<file path="src/rtl/pll_reset_seq_pkg.sv">
// Shared state encodings and helpers for the PLL reset sequencer.
package pll_reset_seq_pkg;

  // Encodings are also used by debug/status readout.
  typedef enum logic [1:0] {
    ST_WAIT_LOCK = 2'd0,
    ST_STABLE    = 2'd1,
    ST_HOLD      = 2'd2,
    ST_RUN       = 2'd3
  } state_t;

  function automatic int unsigned max_u(input int unsigned a, input int unsigned b);
    return (a > b) ? a : b;
  endfunction

endpackage

</file>
<file path="src/rtl/pll_reset_seq_sync_ff.sv">
// Generic multi-flop bit synchronizer with synchronous clear.
module sync_ff #(
  parameter int unsigned STAGES = 2
) (
  input  logic clock,
  input  logic reset,
  input  logic d,
  output logic q
);

  generate
    if (STAGES < 2) begin : g_bad_stages
      $error("sync_ff: STAGES must be at least 2");
    end
  endgenerate

  logic [STAGES-1:0] chain;

  always_ff @(posedge clock) begin
    if (reset) chain <= '0;
    else       chain <= {chain[STAGES-2:0], d};
  end

  assign q = chain[STAGES-1];

endmodule

</file>
<file path="src/rtl/pll_reset_seq.sv">
// Reset sequencer: qualifies PLL lock, holds reset, re-asserts on loss or software request.
module pll_reset_seq
  import pll_reset_seq_pkg::*;
#(
  parameter int unsigned SYNC_STAGES        = 2,
  parameter int unsigned LOCK_STABLE_CYCLES = 4800,
  parameter int unsigned RST_HOLD_CYCLES    = 48,
  parameter int unsigned LOSS_CNT_W         = 8
) (
  input  logic                  clock,
  input  logic                  reset,
  input  logic                  locked_in,
  input  logic                  sw_reset_req,
  output logic                  reset_out,
  output logic                  ready,
  output logic [LOSS_CNT_W-1:0] lock_loss_count
);

  localparam int unsigned CNT_W = $clog2(max_u(LOCK_STABLE_CYCLES, RST_HOLD_CYCLES) + 1);

  generate
    if (LOCK_STABLE_CYCLES == 0 || RST_HOLD_CYCLES == 0 || LOSS_CNT_W == 0 || SYNC_STAGES < 2)
    begin : g_bad_params
      $error("pll_reset_seq: illegal parameter value");
    end
  endgenerate

  state_t           state, state_nxt;
  logic [CNT_W-1:0] cnt, cnt_nxt;
  logic             lock_s;
  logic             loss_c;

  sync_ff #(.STAGES(SYNC_STAGES)) u_lock_sync (
    .clock (clock),
    .reset (reset),
    .d     (locked_in),
    .q     (lock_s)
  );

  // State, shared counter, next-state-decoded outputs and saturating loss counter.
  always_ff @(posedge clock) begin
    if (reset) begin
      state           <= ST_WAIT_LOCK;
      cnt             <= '0;
      reset_out       <= 1'b1;
      ready           <= 1'b0;
      lock_loss_count <= '0;
    end else begin
      state     <= state_nxt;
      cnt       <= cnt_nxt;
      reset_out <= (state_nxt != ST_RUN);
      ready     <= (state_nxt == ST_RUN);
      if (loss_c && (lock_loss_count != {LOSS_CNT_W{1'b1}}))
        lock_loss_count <= lock_loss_count + LOSS_CNT_W'(1);
    end
  end

  // The high sample that leaves WAIT_LOCK is the first of the stable window,
  // so STABLE leaves once it has seen the last required sample.
  always_comb begin
    state_nxt = state;
    cnt_nxt   = cnt;
    loss_c    = 1'b0;
    case (state)
      ST_WAIT_LOCK: begin
        cnt_nxt = '0;
        if (lock_s) begin
          state_nxt = ST_STABLE;
          cnt_nxt   = CNT_W'(1);
        end
      end
      ST_STABLE: begin
        if (!lock_s) begin
          state_nxt = ST_WAIT_LOCK;
          cnt_nxt   = '0;
        end else if (cnt >= CNT_W'(LOCK_STABLE_CYCLES - 1)) begin
          state_nxt = ST_HOLD;
          cnt_nxt   = CNT_W'(1);
        end else begin
          cnt_nxt = cnt + CNT_W'(1);
        end
      end
      ST_HOLD: begin
        if (!lock_s) begin
          state_nxt = ST_WAIT_LOCK;
          cnt_nxt   = '0;
        end else if (cnt >= CNT_W'(RST_HOLD_CYCLES)) begin
          state_nxt = ST_RUN;
          cnt_nxt   = '0;
        end else begin
          cnt_nxt = cnt + CNT_W'(1);
        end
      end
      ST_RUN: begin
        if (!lock_s) begin
          state_nxt = ST_WAIT_LOCK;
          cnt_nxt   = '0;
          loss_c    = 1'b1;
        end else if (sw_reset_req) begin
          state_nxt = ST_HOLD;
          cnt_nxt   = CNT_W'(1);
        end
      end
      default: begin
        state_nxt = ST_WAIT_LOCK;
        cnt_nxt   = '0;
      end
    endcase
  end

endmodule
</file>
<file path="config.mk">
export PLATFORM = sky130hd
export DESIGN_NAME = pll_reset_seq
export DESIGN_NICKNAME = d
export VERILOG_FILES = /design/src/rtl/pll_reset_seq_pkg.sv /design/src/rtl/pll_reset_seq_sync_ff.sv /design/src/rtl/pll_reset_seq.sv
export SDC_FILE = /design/constraint.sdc
export NUM_CORES = 1
export LEC_CHECK = 0
export ABC_AREA = 1
export CORE_UTILIZATION = 50
export CTS_BUF_LIST = sky130_fd_sc_hd__clkbuf_16
export DETAILED_ROUTE_END_ITERATION = 10
export PLACE_DENSITY = 0.7
export SLEW_MARGIN = 20
export SYNTH_ARGS = -nofsm -noshare
export SYNTH_HDL_FRONTEND = slang
export SYNTH_HIERARCHICAL = 1
export SYNTH_SLANG_ARGS = --single-unit
export TNS_END_PERCENT = 10
</file>
<file path="constraint.sdc">
create_clock -name clock -period 1.6 [get_ports clock]
set_input_delay 0.32 -clock clock [delete_from_list [all_inputs] [get_ports clock]]
set_output_delay 0.32 -clock clock [all_outputs]
set_load 0.005 [all_outputs]
</file>
# Word-level counts from Yosys, hierarchy flattened
# Index checks and enable logic that the tools add are counted.
[op_classes]
add_sub_neg = 2
n_lt_le_gt_ge = 2
n_eq_ne = 7
muxes = 18
n_reduce_logical = 2
[op_table]
columns = ["op", "n"]
rows = [
  ["$mux 13", 6],
  ["$pmux 13 s4", 1],
  ["$mux 2", 7],
  ["$add 13x1->13 const B", 1],
  ["$ge 13x13->1 const B", 1],
  ["$ge 13x6->1 const B", 1],
  ["$add 8x1->8 const B", 1],
  ["$ne 8x8->1 const B", 1],
  ["$pmux 2 s4", 1],
  ["$eq 2x2->1 const B", 3],
  ["$mux 1", 3],
  ["$ne 3x3->1 const B", 1],
  ["$eq 2x1->1 const B", 1],
  ["$logic_not 2->1", 1],
  ["$ne 2x2->1 const B", 1],
  ["$logic_and 1x1->1", 1],
]
[totals]
register_bits = 27
input_bits = 4
elab_cells = 37

# Longest topological paths before layout
[depth]
word_depth = 5
depth_mapped = 12
mapped_depth_nobuf = 12

# Modules after synthesis
# Netlist, hierarchy kept.
[by_module_without_submodules]
columns = ["mod", "n_inst", "cells_each", "area_per_inst_um2", "seq_area_each_um2"]
rows = [
  ["pll_reset_seq", 1, 229, 1599.0, 500.5],
  ["sync_ff", 1, 6, 55.1, 40.0],
]

# Worst setup path after synthesis
# OpenSTA, ideal clock, no wires.
[synth_path]
kind = "register to register"
from = "register cnt[0]"
to = "register ready"
setup_time_ns = 0.118
arrival_ns = 1.320
slack_ns = 0.162
path_stages_with_launch = 11
n_path_buf = 0
cell_sequence = "dfxtp_1 ha_1 nand3_2 nor2_4 nand3_2 nand4_4 nand2_1 nand2_1 nand2_1 nand2_1 nor2_1"
[synth_via]
elab_chain_cells = 5
word_cells_on_any_way = 8
cone_classes = "order compare (2); eq/ne (1); mux (5)"
[synth_rtl]
columns = ["element", "line", "source"]
rows = [
  ["from (decl)", "pll_reset_seq.sv:29", "logic [CNT_W-1:0] cnt, cnt_nxt;"],
  ["from (signal assigned)", "pll_reset_seq.sv:50", "cnt <= cnt_nxt;"],
  ["$ge 13x6->1 or $ge 13x13->1 (tied branches)", "pll_reset_seq.sv:87, pll_reset_seq.sv:76", ""],
  ["$mux 2, on equally long branches", "pll_reset_seq.sv:87, pll_reset_seq.sv:76", ""],
  ["$mux 2, on equally long branches", "pll_reset_seq.sv:84, pll_reset_seq.sv:73", ""],
  ["$pmux 2 s4 *", "pll_reset_seq.sv:64", "case (state)"],
  ["$eq 2x2->1 *", "pll_reset_seq.sv:52", "ready <= (state_nxt == ST_RUN);"],
  ["to (signal assigned)", "pll_reset_seq.sv:52", ""],
  ["to (decl)", "pll_reset_seq.sv:15", "output logic ready,"],
]
# Mark *: on every way between the ends. The rest lies on a longest branch, timed or not.
# A chain may end at the register's enable or synchronous reset.

# Worst setup path in the final report
[layout_path]
from = "register state[0]"
to = "register cnt[2]"
[layout_via]
elab_chain_cells = 2
word_cells_on_any_way = 6
cone_classes = "eq/ne (4); mux (1); reduce/logical (1)"
[layout_rtl]
columns = ["element", "line", "source"]
rows = [
  ["from (decl)", "pll_reset_seq.sv:28", "state_t state, state_nxt;"],
  ["from (signal assigned)", "pll_reset_seq.sv:49", "state <= state_nxt;"],
  ["$eq 2x2->1, or another cell as far along", "pll_reset_seq.sv:64", ""],
  ["$pmux 13 s4 or $ne 3x3->1 (tied branches)", "--", ""],
]
# Several ways; a longest one is shown, not always the timed one.

==> summary.txt <==
Timing
  – Max_slew headroom: 79.2%
  – Final hold viol count: 0
  – Clk_skew: 0.00256 ns
  – Minimum clock period: 1.55 ns
  – Worst Tran Pin Value: 0.311 ns
  – Fmax achieved: 0.647 GHz
  – Setup-failing EPs final: 0
  – Setup WS post-layout: 0.0536 ns
  – Pins Over Slew Limit: 0
  – RSZ-0062 raised after global routing: yes
  – Fin crit share: 96.6%

Setup path
  – Critical Path Fanout Max: 9
  – WP data arrival: 1.74 ns
  – CP required: 1.79 ns
  – Crit path launch type: register
  – Capturing element type of the critical path: register
  – Worst setup path class: register to register

Detailed routing
  – Via density: 4.96
  – Wire per inst: 11.2 um
  – Antenna Nets Post-Route: 0
  – Drt pass-1 iters: 4
  – Iteration-0 DRC Markers: 56
  – Via count: 1507
  – WL final: 3390 um
  – DRC violations left: 0

Pwr
  – Pwr Density: 685 nW/um2
  – Leakage: 0.850 nW
  – Total power: 1.39 mW
  – Maximum vdd drop: 308 uV

Logic synthesis
  – Number of synthesized register bits: 27
  – Main synth FF type: dfxtp_1
  – Largest cells by area after synthesis: dfxtp_1, nand2_1, inv_1
  – Cells after Synth: 235
  – Syn avg cell area: 7.04 um2
  – Synth Area in Compound Gates: 12.6%
  – Post-Syn Area: 1650 um2
  – Top cell type's share of synthesized area: 32.7%
  – Post-synthesis simple-gate area fraction: 38.0%
  – Post-synthesis xor/xnor area fraction: 2.12%
  – Post-synth top cells: nand2_1, inv_1, dfxtp_1
  – Synth Area in Adders: 5.30%
  – Sequential area share after synthesis: 32.7%
  – Main combinational cell family by area after synthesis: simple AND/OR/NAND/NOR gates
  – Post-synthesis cell type count: 33
  – FFs w/ async S/R, synth: 0%
  – Mux contribution to synthesized area: 0%
  – Most frequent cell after synthesis: nand2_1
  – Ys Warns: 6
  – Synthesized Nets: 246
  – Number of synthesized flops with an enable pin: 0
  – Top cell type by total area after synthesis: dfxtp_1

Placement
  – Port Buffers: 13
  – Routability Congestion: 0.834
  – Pre-CTS setup slack: 0.0346 ns
  – Post-DP HPWL: 2480 um

Outcome
  – Outcome: finished, final reports clean

Clock tree
  – Clock Tree Buf Depth: 2
  – CTS sink cnt: 27
  – CTS Root Cell: clkbuf_16
  – Worst-path clk slew: 0.07 ns
  – Cts hold-fix bufs: 0
  – Clk Latency, worst-skew pair: 0.26 ns
  – TritonCTS clock tree: done
  – Htree depth: 1
  – Cts bufs inserted: 3

Floorplanning
  – Num rows: 20
  – Die X: 59.5 um
  – Die ar.: 3540 um2
  – Die height: 59.5 um
  – I/O pin count: 14
  – Core ar.: 3100 um2
  – Initial core utilization: 53.3%

GRT
  – Vias in the first global route: 1356
  – Met3 Resource Use GR: 2.84%
  – Top Usage Layer GRT: met2
  – Initial antenna violation count: 0
  – Tot GR Track Use: 21.0%
  – Overflow left after global routing: 0
  – Met2 Resource Use GR: 36.3%
  – First-pass GRT wire length: 5640 um
  – Met1 usage: 26.4%
  – Largest net degree at the start of global routing: 16

Layout
  – Nets: 272
  – Inserted Diodes: 0
  – Layout area overhead: 22.3%
  – Layout cells sized above 1: 19.2%
  – FILL cells: 307

Job
  – Number of max-cap violations: 0

Min path
  – Min-Delay Path Class: register to register
==> cell usage in the layout, fill, tap and decap left out, types with 2 or more instances in the layout <==
master,count
nand2_1,53
inv_1,32
nor2_1,22
dfxtp_1,22
a21oi_1,19
nand3_1,16
clkdlybuf4s50_1,13
o21ai_0,11
buf_4,11
nand3_2,9
dfxtp_2,5
nand2_2,4
nor2_2,4
ha_1,4
nand3b_1,3
xor2_1,3
clkbuf_16,3
inv_2,2
nor3_1,2
nand4_1,2
a21oi_2,2
a31oi_1,2
ha_2,2
==> per-layer routing <==
| layer | vias to the layer above | part of all wire [%] |
|---|---|---|
| met3 | 5 | 2.6 |
| met4 | 0 | 1.3 |
| li1 | 804 | - |
| met1 | 677 | 48 |
| met2 | 21 | 48 |
| met5 | - | 0 |
==> critical path: stages, from the launching register on <==
cell	delay [ns]
dfxtp_1	0.37
inv_1	0.12
ha_1	0.37
nand2_1	0.08
nor2_2	0.16
buf_12	0.14
nand3_1	0.08
a21oi_1	0.15
==> layout make-up <==
class | count | area (um2) | share of cell area [%]
multi-input combinational | 170 | 981 | 48.5
inverter | 34 | 128 | 6.31
sequential | 27 | 547 | 27.0
timing repair buffer | 25 | 233 | 11.5
tap | 44 | 55.1 | 2.72
clock buffer | 3 | 75.1 | 3.71
clock inverter | 1 | 5.00 | 0.247
==> registers in the layout, indices dropped and copies added (netlist names) <==
| register | cells |
|---|---|
| u_lock_sync/chain | 2 |
| cnt | 13 |
| state | 2 |
| lock_loss_count | 8 |
| reset_out | 1 |
| ready | 1 |
==> through the flow <==
stage / instances / hold WS [ns] / util (%) / cell area, um2 / setup TNS [ns]
floorplan: 235 / 0.388 / - / 1650 / 0
detailed placement: 299 / 0.401 / 61.5 / 1910 / 0
finish: 304 / 0.417 / 65.2 / 2020 / 0
global route: 304 / 0.438 / 65.2 / 2020 / -0.161
global placement: 299 / 0.390 / 61.5 / 1910 / 0
CTS: 303 / 0.412 / 64.0 / 1990 / 0
==> path summary, 6_finish.rpt <==
path	start	end	slack, ns	cells past startpoint
worst max register to register	state[0]	cnt[2]	0.05	7
worst max-delay path	state[0]	cnt[2]	0.05	7
worst min-delay path	u_lock_sync/chain[0]	u_lock_sync/chain[1]	0.42	2
worst min register to register	u_lock_sync/chain[0]	u_lock_sync/chain[1]	0.42	2
==> logic make-up (layout without fill, tap and decap cells) <==
logic type / Yosys count / count (layout)
AND/OR/NAND/NOR: 121 / 121
adder cells (fa/ha/maj): 7 / 7
AO/OA/AOI/OAI: 38 / 38
buffers and inverters: 38 / 63
flip-flops: 27 / 27
XOR/XNOR: 4 / 4
==> repair_timing <==
action                                 CTS  global route
setup buffers                            0             1
endpoints found under the hold margin    0             0
resized for setup                        0            11
setup endpoints to repair                0            22
==> report_power, final <==
part	internal, mW	switching (mW)	total, mW	leakage, nW
registers	0.678	0.00657	0.685	0.221
clock network	0.338	0.245	0.583	0.0409
logic	0.0448	0.0721	0.117	0.588
Power figures use the tool's default switching activity.
